### src/rtl/fp_div_seq.sv
// Sequential FP32 divider: restoring division, one quotient bit per clock, fixed 28-cycle latency.
// Define FP_DIV_FLAGS_EN to add the registered {invalid, div_by_zero, overflow, underflow, inexact} port.
module fp_div_seq (
    input  logic        clk,
    input  logic        rst,
    input  logic        start,
    input  logic [31:0] dividend,
    input  logic [31:0] divisor,
    output logic        busy,
    output logic        done,
    output logic [31:0] out
`ifdef FP_DIV_FLAGS_EN
    ,
    output logic [4:0]  flags
`endif
);

    typedef enum logic [1:0] {IDLE, UNPACK, DIVIDE, ROUND} state_t;

    state_t state, state_n;
    logic [4:0] cnt;

    logic [31:0]        a_q, b_q;
    logic               sign_q;
    logic signed [9:0]  exp_q;
    logic [25:0]        rem_q;
    logic [23:0]        mb_q;
    logic [25:0]        quo_q;
    logic               spec_q;
    logic [31:0]        spec_res_q;

    logic               spec;
    logic [31:0]        spec_res;
    logic               rem_ge;
    logic [24:0]        rem_diff;
    logic [32:0]        rnd;
    logic signed [9:0]  rnd_e;
    logic [31:0]        res_n;

    // Normalise the 26-bit quotient, round to nearest even; returns {exponent, fraction}.
    function automatic logic [32:0] rne_round(input logic [25:0] q, input logic st,
                                               input logic signed [9:0] e_in);
        logic [23:0]       m;
        logic              g;
        logic              s;
        logic signed [9:0] e;
        logic [24:0]       mr;
        if (q[25]) begin
            m = q[25:2];
            g = q[1];
            s = q[0] | st;
            e = e_in;
        end else begin
            m = q[24:1];
            g = q[0];
            s = st;
            e = e_in - 10'sd1;
        end
        mr = {1'b0, m} + {24'd0, g & (s | m[0])};
        if (mr[24])
            return {e + 10'sd1, mr[23:1]};
        return {e, mr[22:0]};
    endfunction

    // Leading-one position of an (a/b) mantissa quotient in [0.5, 2) is q[25] or q[24].
    wire a_zero = (a_q[30:23] == 8'd0);
    wire b_zero = (b_q[30:23] == 8'd0);
    wire a_inf  = (&a_q[30:23]) & ~(|a_q[22:0]);
    wire b_inf  = (&b_q[30:23]) & ~(|b_q[22:0]);
    wire a_nan  = (&a_q[30:23]) & (|a_q[22:0]);
    wire b_nan  = (&b_q[30:23]) & (|b_q[22:0]);
    wire sign_u = a_q[31] ^ b_q[31];

`ifdef FP_DIV_FLAGS_EN
    logic [4:0] spec_fl, spec_fl_q, flags_n;

    function automatic logic round_inexact(input logic [25:0] q, input logic st);
        return q[25] ? (q[1] | q[0] | st) : (q[0] | st);
    endfunction
`endif

    always_comb begin
        spec     = 1'b1;
        spec_res = 32'h7FC00000;
`ifdef FP_DIV_FLAGS_EN
        spec_fl  = 5'b00000;
`endif
        if (a_nan | b_nan) begin
            spec_res = 32'h7FC00000;
        end else if ((a_zero & b_zero) | (a_inf & b_inf)) begin
`ifdef FP_DIV_FLAGS_EN
            spec_fl  = 5'b10000;
`endif
        end else if (a_inf) begin
            spec_res = {sign_u, 8'hFF, 23'd0};
        end else if (b_zero) begin
            spec_res = {sign_u, 8'hFF, 23'd0};
`ifdef FP_DIV_FLAGS_EN
            spec_fl  = 5'b01000;
`endif
        end else if (a_zero | b_inf) begin
            spec_res = {sign_u, 31'd0};
        end else begin
            spec = 1'b0;
        end
    end

    always_comb begin
        state_n = state;
        case (state)
            IDLE:    if (start) state_n = UNPACK;
            UNPACK:  state_n = DIVIDE;
            DIVIDE:  if (cnt == 5'd0) state_n = ROUND;
            ROUND:   state_n = IDLE;
            default: state_n = IDLE;
        endcase
    end

    assign busy     = (state != IDLE);
    assign rem_ge   = (rem_q >= {2'b00, mb_q});
    assign rem_diff = rem_q[24:0] - {1'b0, mb_q};
    assign rnd      = rne_round(quo_q, |rem_q, exp_q);
    assign rnd_e    = $signed(rnd[32:23]);

    always_comb begin
        if (spec_q)
            res_n = spec_res_q;
        else if (rnd_e >= 10'sd255)
            res_n = {sign_q, 8'hFF, 23'd0};
        else if (rnd_e <= 10'sd0)
            res_n = {sign_q, 31'd0};
        else
            res_n = {sign_q, rnd_e[7:0], rnd[22:0]};
    end

`ifdef FP_DIV_FLAGS_EN
    always_comb begin
        if (spec_q)
            flags_n = spec_fl_q;
        else if (rnd_e >= 10'sd255)
            flags_n = 5'b00101;
        else if (rnd_e <= 10'sd0)
            flags_n = 5'b00011;
        else
            flags_n = {4'b0000, round_inexact(quo_q, |rem_q)};
    end
`endif

    // Control path: state, counter and the registered result/handshake.
    always_ff @(posedge clk or posedge rst) begin
        if (rst) begin
            state <= IDLE;
            cnt   <= 5'd0;
            done  <= 1'b0;
            out   <= 32'h0;
`ifdef FP_DIV_FLAGS_EN
            flags <= 5'b0;
`endif
        end else begin
            state <= state_n;
            done  <= 1'b0;
            case (state)
                UNPACK: cnt <= 5'd25;
                DIVIDE: if (cnt != 5'd0) cnt <= cnt - 5'd1;
                ROUND: begin
                    done  <= 1'b1;
                    out   <= res_n;
`ifdef FP_DIV_FLAGS_EN
                    flags <= flags_n;
`endif
                end
                default: ;
            endcase
        end
    end

    // Datapath: operand latch, unpack, and one restoring step per DIVIDE cycle.
    always_ff @(posedge clk) begin
        case (state)
            IDLE: begin
                if (start) begin
                    a_q <= dividend;
                    b_q <= divisor;
                end
            end
            UNPACK: begin
                sign_q     <= sign_u;
                exp_q      <= $signed({2'b00, a_q[30:23]}) - $signed({2'b00, b_q[30:23]}) + 10'sd127;
                rem_q      <= {3'b001, a_q[22:0]};
                mb_q       <= {1'b1, b_q[22:0]};
                quo_q      <= 26'd0;
                spec_q     <= spec;
                spec_res_q <= spec_res;
`ifdef FP_DIV_FLAGS_EN
                spec_fl_q  <= spec_fl;
`endif
            end
            DIVIDE: begin
                rem_q <= rem_ge ? {rem_diff, 1'b0} : {rem_q[24:0], 1'b0};
                quo_q <= {quo_q[24:0], rem_ge};
            end
            default: ;
        endcase
    end

endmodule

### config.mk
export PLATFORM = sky130hd
export DESIGN_NAME = fp_div_seq
export DESIGN_NICKNAME = d
export VERILOG_FILES = /design/src/rtl/fp_div_seq.sv
export SDC_FILE = /design/constraint.sdc
export NUM_CORES = 1
export LEC_CHECK = 0
export BUFFER_PORTS_ARGS = -buffer_cell sky130_fd_sc_hd__buf_2
export CORE_UTILIZATION = 45
export CTS_CLUSTER_SIZE = 12
export DETAILED_ROUTE_END_ITERATION = 6
export PLACE_DENSITY = 0.66
export SYNTH_ARGS = -nofsm -noshare
export SYNTH_HDL_FRONTEND = slang
export SYNTH_SLANG_ARGS = --single-unit
### constraint.sdc
create_clock -name clk -period 4.8 [get_ports clk]
set_clock_uncertainty 0.2 [all_clocks]
set_input_delay 0.48 -clock clk [delete_from_list [all_inputs] [get_ports clk]]
set_output_delay 0.48 -clock clk [all_outputs]
set_load 0.01 [all_outputs]
==> results of run 1 <==
## synth_stat cells (all sizes together), types with 15 or more instances
library cell and instances:
a21oi 57, and2 29, clkbuf 27, dfrtp 40
edfxtp 154, ha 42, inv 63, mux2i 41
nand2 61, nand2b 27, nand3 25, nand4 19
nor2 72, nor3 15, nor4 28, o21ai 29
o41ai 17, xnor2 49, xor2 35
## placed cells by master, fill, tap and decap left out, drive strengths merged, types with 27 or more instances in the layout
cell type,n
nand2,61
nor4,28
edfxtp,154
inv,73
a21oi,57
and2,29
dlygate4sd3,31
xor2,35
dfrtp,40
nor2,72
ha,42
mux2i,41
xnor2,49
buf,112
o21ai,29
nand2b,27
## cells by family after synthesis
group / count (synthesis) / share of synthesized area [%]
buffers and inverters: 105 / 4.046
DFF: 194 / 51.39
AOI/OAI and AO/OA: 196 / 13.17
xor gates and xnor gates: 84 / 6.789
muxes: 47 / 4.366
and+or+nand+nor: 316 / 15.08
adders and majority gates: 44 / 5.166
## area by class of cell
cell class / instances / area share (%)
inverters: 64 / 1.898
clock inverters: 15 / 1.275
clock buffers: 17 / 3.360
flip-flops and latches: 194 / 44.44
multi-input cells: 687 / 38.76
repair buffers: 143 / 7.116
well taps: 319 / 3.153
## worst min path at each step
stage	cells past startpoint	end	slack, ns	from
after floorplan	0	mb_q[10]	0.23	b_q[10]
after global placement	0	mb_q[0]	0.23	b_q[0]
after detailed placement	0	mb_q[13]	0.24	b_q[13]
after CTS	1	a_q[28]	0.0004	dividend[28]
after global routing	1	b_q[1]	0.00002	divisor[1]
final	1	a_q[30]	0.01	dividend[30]
## worst max-delay path, delay by kind of cell, from the launching register on
| kind | cells | cell delay, ns |
|---|---|---|
| multiplexers | 1 | 0.24 |
| AND/OR/NAND/NOR | 3 | 1.34 |
| buffers and inverters | 2 | 0.57 |
| flip-flops | 1 | 0.43 |
| AO/OA/AOI/OAI | 5 | 1.25 |
| adder cells (fa/ha/maj) | 1 | 0.19 |
## stage by stage
stage | setup slack [ns] | std cells | area, um^2
finish | 0.5003 | 1439 | 12660
global route | 0.2515 | 1439 | 12660
CTS | 0.5183 | 1427 | 12540
detailed placement | 0.5307 | 1376 | 11760
global placement | 0.6071 | 1376 | 11760
floorplan | 0.009289 | 986 | 10950
## timing repair
item	in CTS	in global routing
hold buffers	19	12
endpoints found under the hold margin	58	12
setup endpoints to repair	0	0
## power breakdown
group          internal (mW)  switching, mW  total, mW
Clock                  0.701          0.718       1.42
Sequential              2.71          0.528       3.24
Combinational           1.73           2.56       4.30
## state kept, by name, summed over array words and instances, names as in the netlist
name        flops
cnt             5
out            32
exp_q          10
a_q            32
state           2
done            1
quo_q          26
b_q            32
sign_q          1
spec_res_q      3
mb_q           23
spec_q          1
rem_q          26
## metal layers
| metal | routed length [um] | vias to the layer above |
|---|---|---|
| li1 | - | 3890 |
| met3 | 843 | 25 |
| met1 | 11020 | 3726 |
| met4 | 349 | 0 |
| met5 | 0 | - |
| met2 | 11410 | 167 |
==> impl_metrics.ini, run 1 <==
[floorplanning]
die_w_um = 158.0
pin_count = 101
core_area_mm2 = 0.02368
start_util_pct = 46.22
die_area_mm2 = 0.02495
die_h_um = 158.0
rows = 56

[yosys]
syn-cell-area_mm2 = 0.01095
ys.flop_type = edfxtp_1
avgSynthCellArea_um2 = 11.10
async_flop_share_pct = 20.62
synth_seq_cells = 194
seq_area_frac_synth_pct = 51.39
yosys_warnings = 0
syn_inst = 986
synth_edf_count = 154
synth_top_area_share_pct = 42.24
synthesis.nets = 1097
synth.area.top_cells = edfxtp_1 (42%), dfrtp_1 (9.1%), ha_1 (4.8%)
synth_top_area_cell = edfxtp_1
yosys.cell_types.count = 72

[sta]
fin_tns_setup_ns = 0
hold_slack_ns = 0.01291
rsz0062_at_grt = no
finalHoldViolCount = 0
finalCritPeriodShare_pct = 89.58
max_freq_ghz = 0.2326
finalMaxSlewViolations = 0
relSlewSlack_pct = 31.56
min_period_ns = 4.300
setup_viol = 0
worst_pin_slew_ns = 1.027

[detailed_routing]
ant_nets = 0
drc = 0
wl_per_cell_um = 16.42
firstDrtPassIters = 5
vias_per_cell = 5.426
wl_mm = 23.62
vias = 7808
drtIter0Drc = 487

[clocking]
cts_resized = 0
cts_tree = built
cts-buffers-inserted = 17
cts-root-buf = clkbuf_16
cts.sink_count = 194
clock_path_buffers = 2
htree_num_levels = 4
postCtsSetupBuffers = 0
clkLatencyLatePin_ns = 0.44
clk_pin_slew_worst_paths_ns = 0.08

[final_layout]
finalNetCount = 1218
regArea_mm2 = 0.005625
area.growth.synth_to_final_pct = 15.65
final_core_util_pct = 53.46
multiInputGateArea_mm2 = 0.004907
diodes = 0
fillers = 2124
drive_gt1_share_pct = 15.98

[critical_path]
start_kind = flop
required_ns = 4.96
rr_startpoint = quo_q[25]
reg2reg_setup_slack_ns = 0.50
crit_chain = buf_4 > mux2_2 > ha_1 > nand4_1 > or4_1 > or3_1 > o31ai_1 > o31ai_2 > o41ai_4 > buf_4 > a21oi_1 > o22ai_1
slowest_stage = or3_1
critPathKind = flop to flop
rr_endpoint = out[27]
crit_end = out[27]
crit_path_max_incr_delay_ns = 0.67
arrival_ns = 4.46
crit_start = quo_q[25]
crit_path_max_fanout = 26
worstSetupEndpointType = flop
rr_worst_depth = 12
worst_path_most_repeated_cell = buf_4

[grt]
grt_usage_pct = 19.86
grt_pass1_vias = 7525
grt_pass1_wl_mm = 38.60
grt_max_degree = 65
antenna_found_initial = 0
grt_use_met2_pct = 33.42
busiest_layer = met2
gr-total-overflow = 0
grt_util_met1_pct = 26.41
grtUsageMet3_pct = 3.422

[placement]
port_buffers = 100
place.gp.congestion = 0.8683
dpl.hpwl_mm = 16.83

[pwr]
total_power_mw = 8.957
cellLeakagePower_nw = 4.945
ir_worst_vdd_mv = 0.3808
powerDensity_mw_per_mm2 = 707.5

[status]
status = finished clean

[job]
drv_cap = 0

[worst_hold_path]
hold_class = input port to flop
Note: power is estimated with default switching activity, not from simulation.
==> run 2, diff against run 1 <==
--- a/config.mk
+++ b/config.mk
@@ -5,6 +5,7 @@
 export SDC_FILE = /design/constraint.sdc
 export NUM_CORES = 1
 export LEC_CHECK = 0
+export ABC_AREA = 1
 export BUFFER_PORTS_ARGS = -buffer_cell sky130_fd_sc_hd__buf_2
 export CORE_UTILIZATION = 45
 export CTS_CLUSTER_SIZE = 12
==> impl_metrics.ini, run 2 <==
[status]
status = finished clean

[grt]
antenna_found_initial = 0
gr-total-overflow = 0
grt_pass1_wl_mm = 39.52
grt_max_degree = 65
grt_pass1_vias = 8198
grt_usage_pct = 19.02

[critical_path]
start_kind = flop
worst_path_most_repeated_cell = nand2_1
required_ns = 4.96
rr_worst_depth = 21
critPathKind = flop to flop
crit_chain = buf_4 > inv_4 > nand2_1 > o21ai_1 > nand2_1 > inv_1 > ha_1 > nand3_2 > nor2_4 > nand3_2 > inv_2 > nand2_1 > nand2_1 > inv_1 > nand2_1 > nor2_1 > nand3_1 > nand2_1 > nor2_4 > inv_2 > o21ai_1
arrival_ns = 3.82
worstSetupEndpointType = flop
rr_startpoint = quo_q[25]
reg2reg_setup_slack_ns = 1.14
crit_path_max_incr_delay_ns = 0.39
path_buf_inv = 6
slowest_stage = edfxtp_1
rr_endpoint = out[10]
cp_top_family = simple AND/OR/NAND/NOR gates
crit_path_max_fanout = 35

[detailed_routing]
wl_per_cell_um = 13.45
drc = 0
firstDrtPassIters = 5
drtIter0Drc = 572
vias = 8699
vias_per_cell = 4.948
wl_mm = 23.64
ant_nets = 0

[final_layout]
drive_gt1_share_pct = 12.69
finalNetCount = 1532
final_common_cell = nand2_1
diodes = 0
mostFrequentLayoutCells = nand2_1 (384), inv_1 (193), edfxtp_1 (154), buf_2 (100), nor2_1 (86)
area.growth.synth_to_final_pct = 12.32
reg_top3 = a_q x32, b_q x32, out x32

[worst_hold_path]
worstHoldStart = dividend[20]
hold_class = input port to flop
min_path_cells = 1
whs_endpoint = a_q[20]

[clocking]
htree_num_levels = 4
cts_resized = 0
ctsHoldBuffers = 1
cts-buffers-inserted = 17
cts_tree = built
clock_path_buffers = 2
cts.sink_count = 194
postCtsSetupBuffers = 0
cts-root-buf = clkbuf_16
clk_pin_slew_worst_paths_ns = 0.08
clkLatencyLatePin_ns = 0.43

[yosys]
syn_inst = 1318
synth.area.top_cells = edfxtp_1 (41%), nand2_1 (13%), dfrtp_1 (8.9%)
seq_area_frac_synth_pct = 49.94
synthTopCellsByCount = nand2_1 (384), inv_1 (194), edfxtp_1 (154)
synth_top_area_cell = edfxtp_1
syn-cell-area_mm2 = 0.01126
yosys_warnings = 0
synthesis.nets = 1429
ys.flop_type = edfxtp_1
synth_top_area_share_pct = 41.06
synth_edf_count = 154
synth_seq_cells = 194
yosys.cell_types.count = 49
avgSynthCellArea_um2 = 8.546
synth_most_common_cell = nand2_1
async_flop_share_pct = 20.62

[sta]
finalHoldViolCount = 0
worst_slack_ns = 1.137
max_freq_ghz = 0.2730
setup_viol = 0
fin_tns_setup_ns = 0
finalMaxSlewViolations = 0
rsz0062_at_grt = no
finalCritPeriodShare_pct = 76.32
min_period_ns = 3.663
worst_pin_slew_ns = 1.091
relSlewSlack_pct = 27.17

[pwr]
ir_worst_vdd_mv = 0.3518
cellLeakagePower_nw = 5.915
powerDensity_mw_per_mm2 = 681.1

[placement]
place.gp.congestion = 0.9055
pre_cts_ws_ns = 1.125
dpl.hpwl_mm = 17.82
port_buffers = 100

[floorplanning]
pin_count = 101
die_w_um = 160.2
core_area_mm2 = 0.02446
die_area_mm2 = 0.02567
die_h_um = 160.2
start_util_pct = 46.04
rows = 57

[job]
drv_cap = 0
==> run 2: stage by stage <==
stage	hold slack [ns]	power [mW]	std cells	util, %	instance area, um^2
2_1_floorplan	0.2169	6.236	1318	-	11260
3_3_place_gp	0.2295	7.181	1724	49.27	12050
3_5_place_dp	0.2288	7.224	1724	49.27	12050
4_1_cts	0.001589	8.657	1757	51.68	12640
5_1_grt	0.001159	9.381	1758	51.72	12650
6_report	0.01429	8.617	1758	51.72	12650
==> run 2: power by group <==
group          internal [mW]  switching, mW
clock network          0.731          0.664
logic                   1.39           2.81
registers               2.65          0.369
==> run 2: layout make-up <==
cell class              instances  area [um^2]
clock buffers                  17        425.4
clock inverters                15        152.6
fillers                      2249        11810
inverters                     198        745.7
multi-input cells             898         4701
flip-flops and latches        194         5625
well taps                     324        405.4
repair buffers                112        595.6
==> run 2: cells by family (layout without fill, tap and decap cells) <==
logic type | Yosys count | in the layout | synth area share (%)
xor+xnor | 53 | 53 | 4.121
fa+ha+maj | 44 | 44 | 5.021
flops | 194 | 194 | 49.94
simple gates | 619 | 619 | 23.83
compound gates | 182 | 182 | 8.721
buf+inv | 226 | 342 | 8.365
==> run 2: metal layers <==
layer / wire length (um) / part of all wire (%) / vias to the layer above / track usage, %
met5: 0 / 0 / - / 0
met1: 11560 / 49 / 3951 / 25.60
met3: 864 / 3.7 / 31 / 3.195
met2: 10820 / 46 / 182 / 31.62
met4: 398 / 1.7 / 0 / 5.325
li1: - / - / 4535 / -
==> run 2: worst reg2reg max path, cell delays in order, from the launching register on <==
cell and delay [ns]:
edfxtp_1 0.39, buf_4 0.22, inv_4 0.26, nand2_1 0.08, o21ai_1 0.10, nand2_1 0.10
inv_1 0.09, ha_1 0.20, nand3_2 0.15, nor2_4 0.21, nand3_2 0.26, inv_2 0.24
nand2_1 0.07, nand2_1 0.11, inv_1 0.05, nand2_1 0.06, nor2_1 0.04, nand3_1 0.06
nand2_1 0.11, nor2_4 0.30, inv_2 0.16, o21ai_1 0.15
==> run 2: how the worst max path moves through the flow <==
stage	start	slack (ns)	to	depth (start not counted)
2_1_floorplan	rem_q[0]	1.80	rem_q[12]	14
3_3_place_gp	quo_q[25]	1.26	out[3]	21
3_5_place_dp	quo_q[25]	1.12	out[10]	21
4_1_cts	quo_q[25]	1.12	out[10]	21
5_1_grt	quo_q[25]	0.68	out[17]	19
6_report	quo_q[25]	1.14	out[10]	21
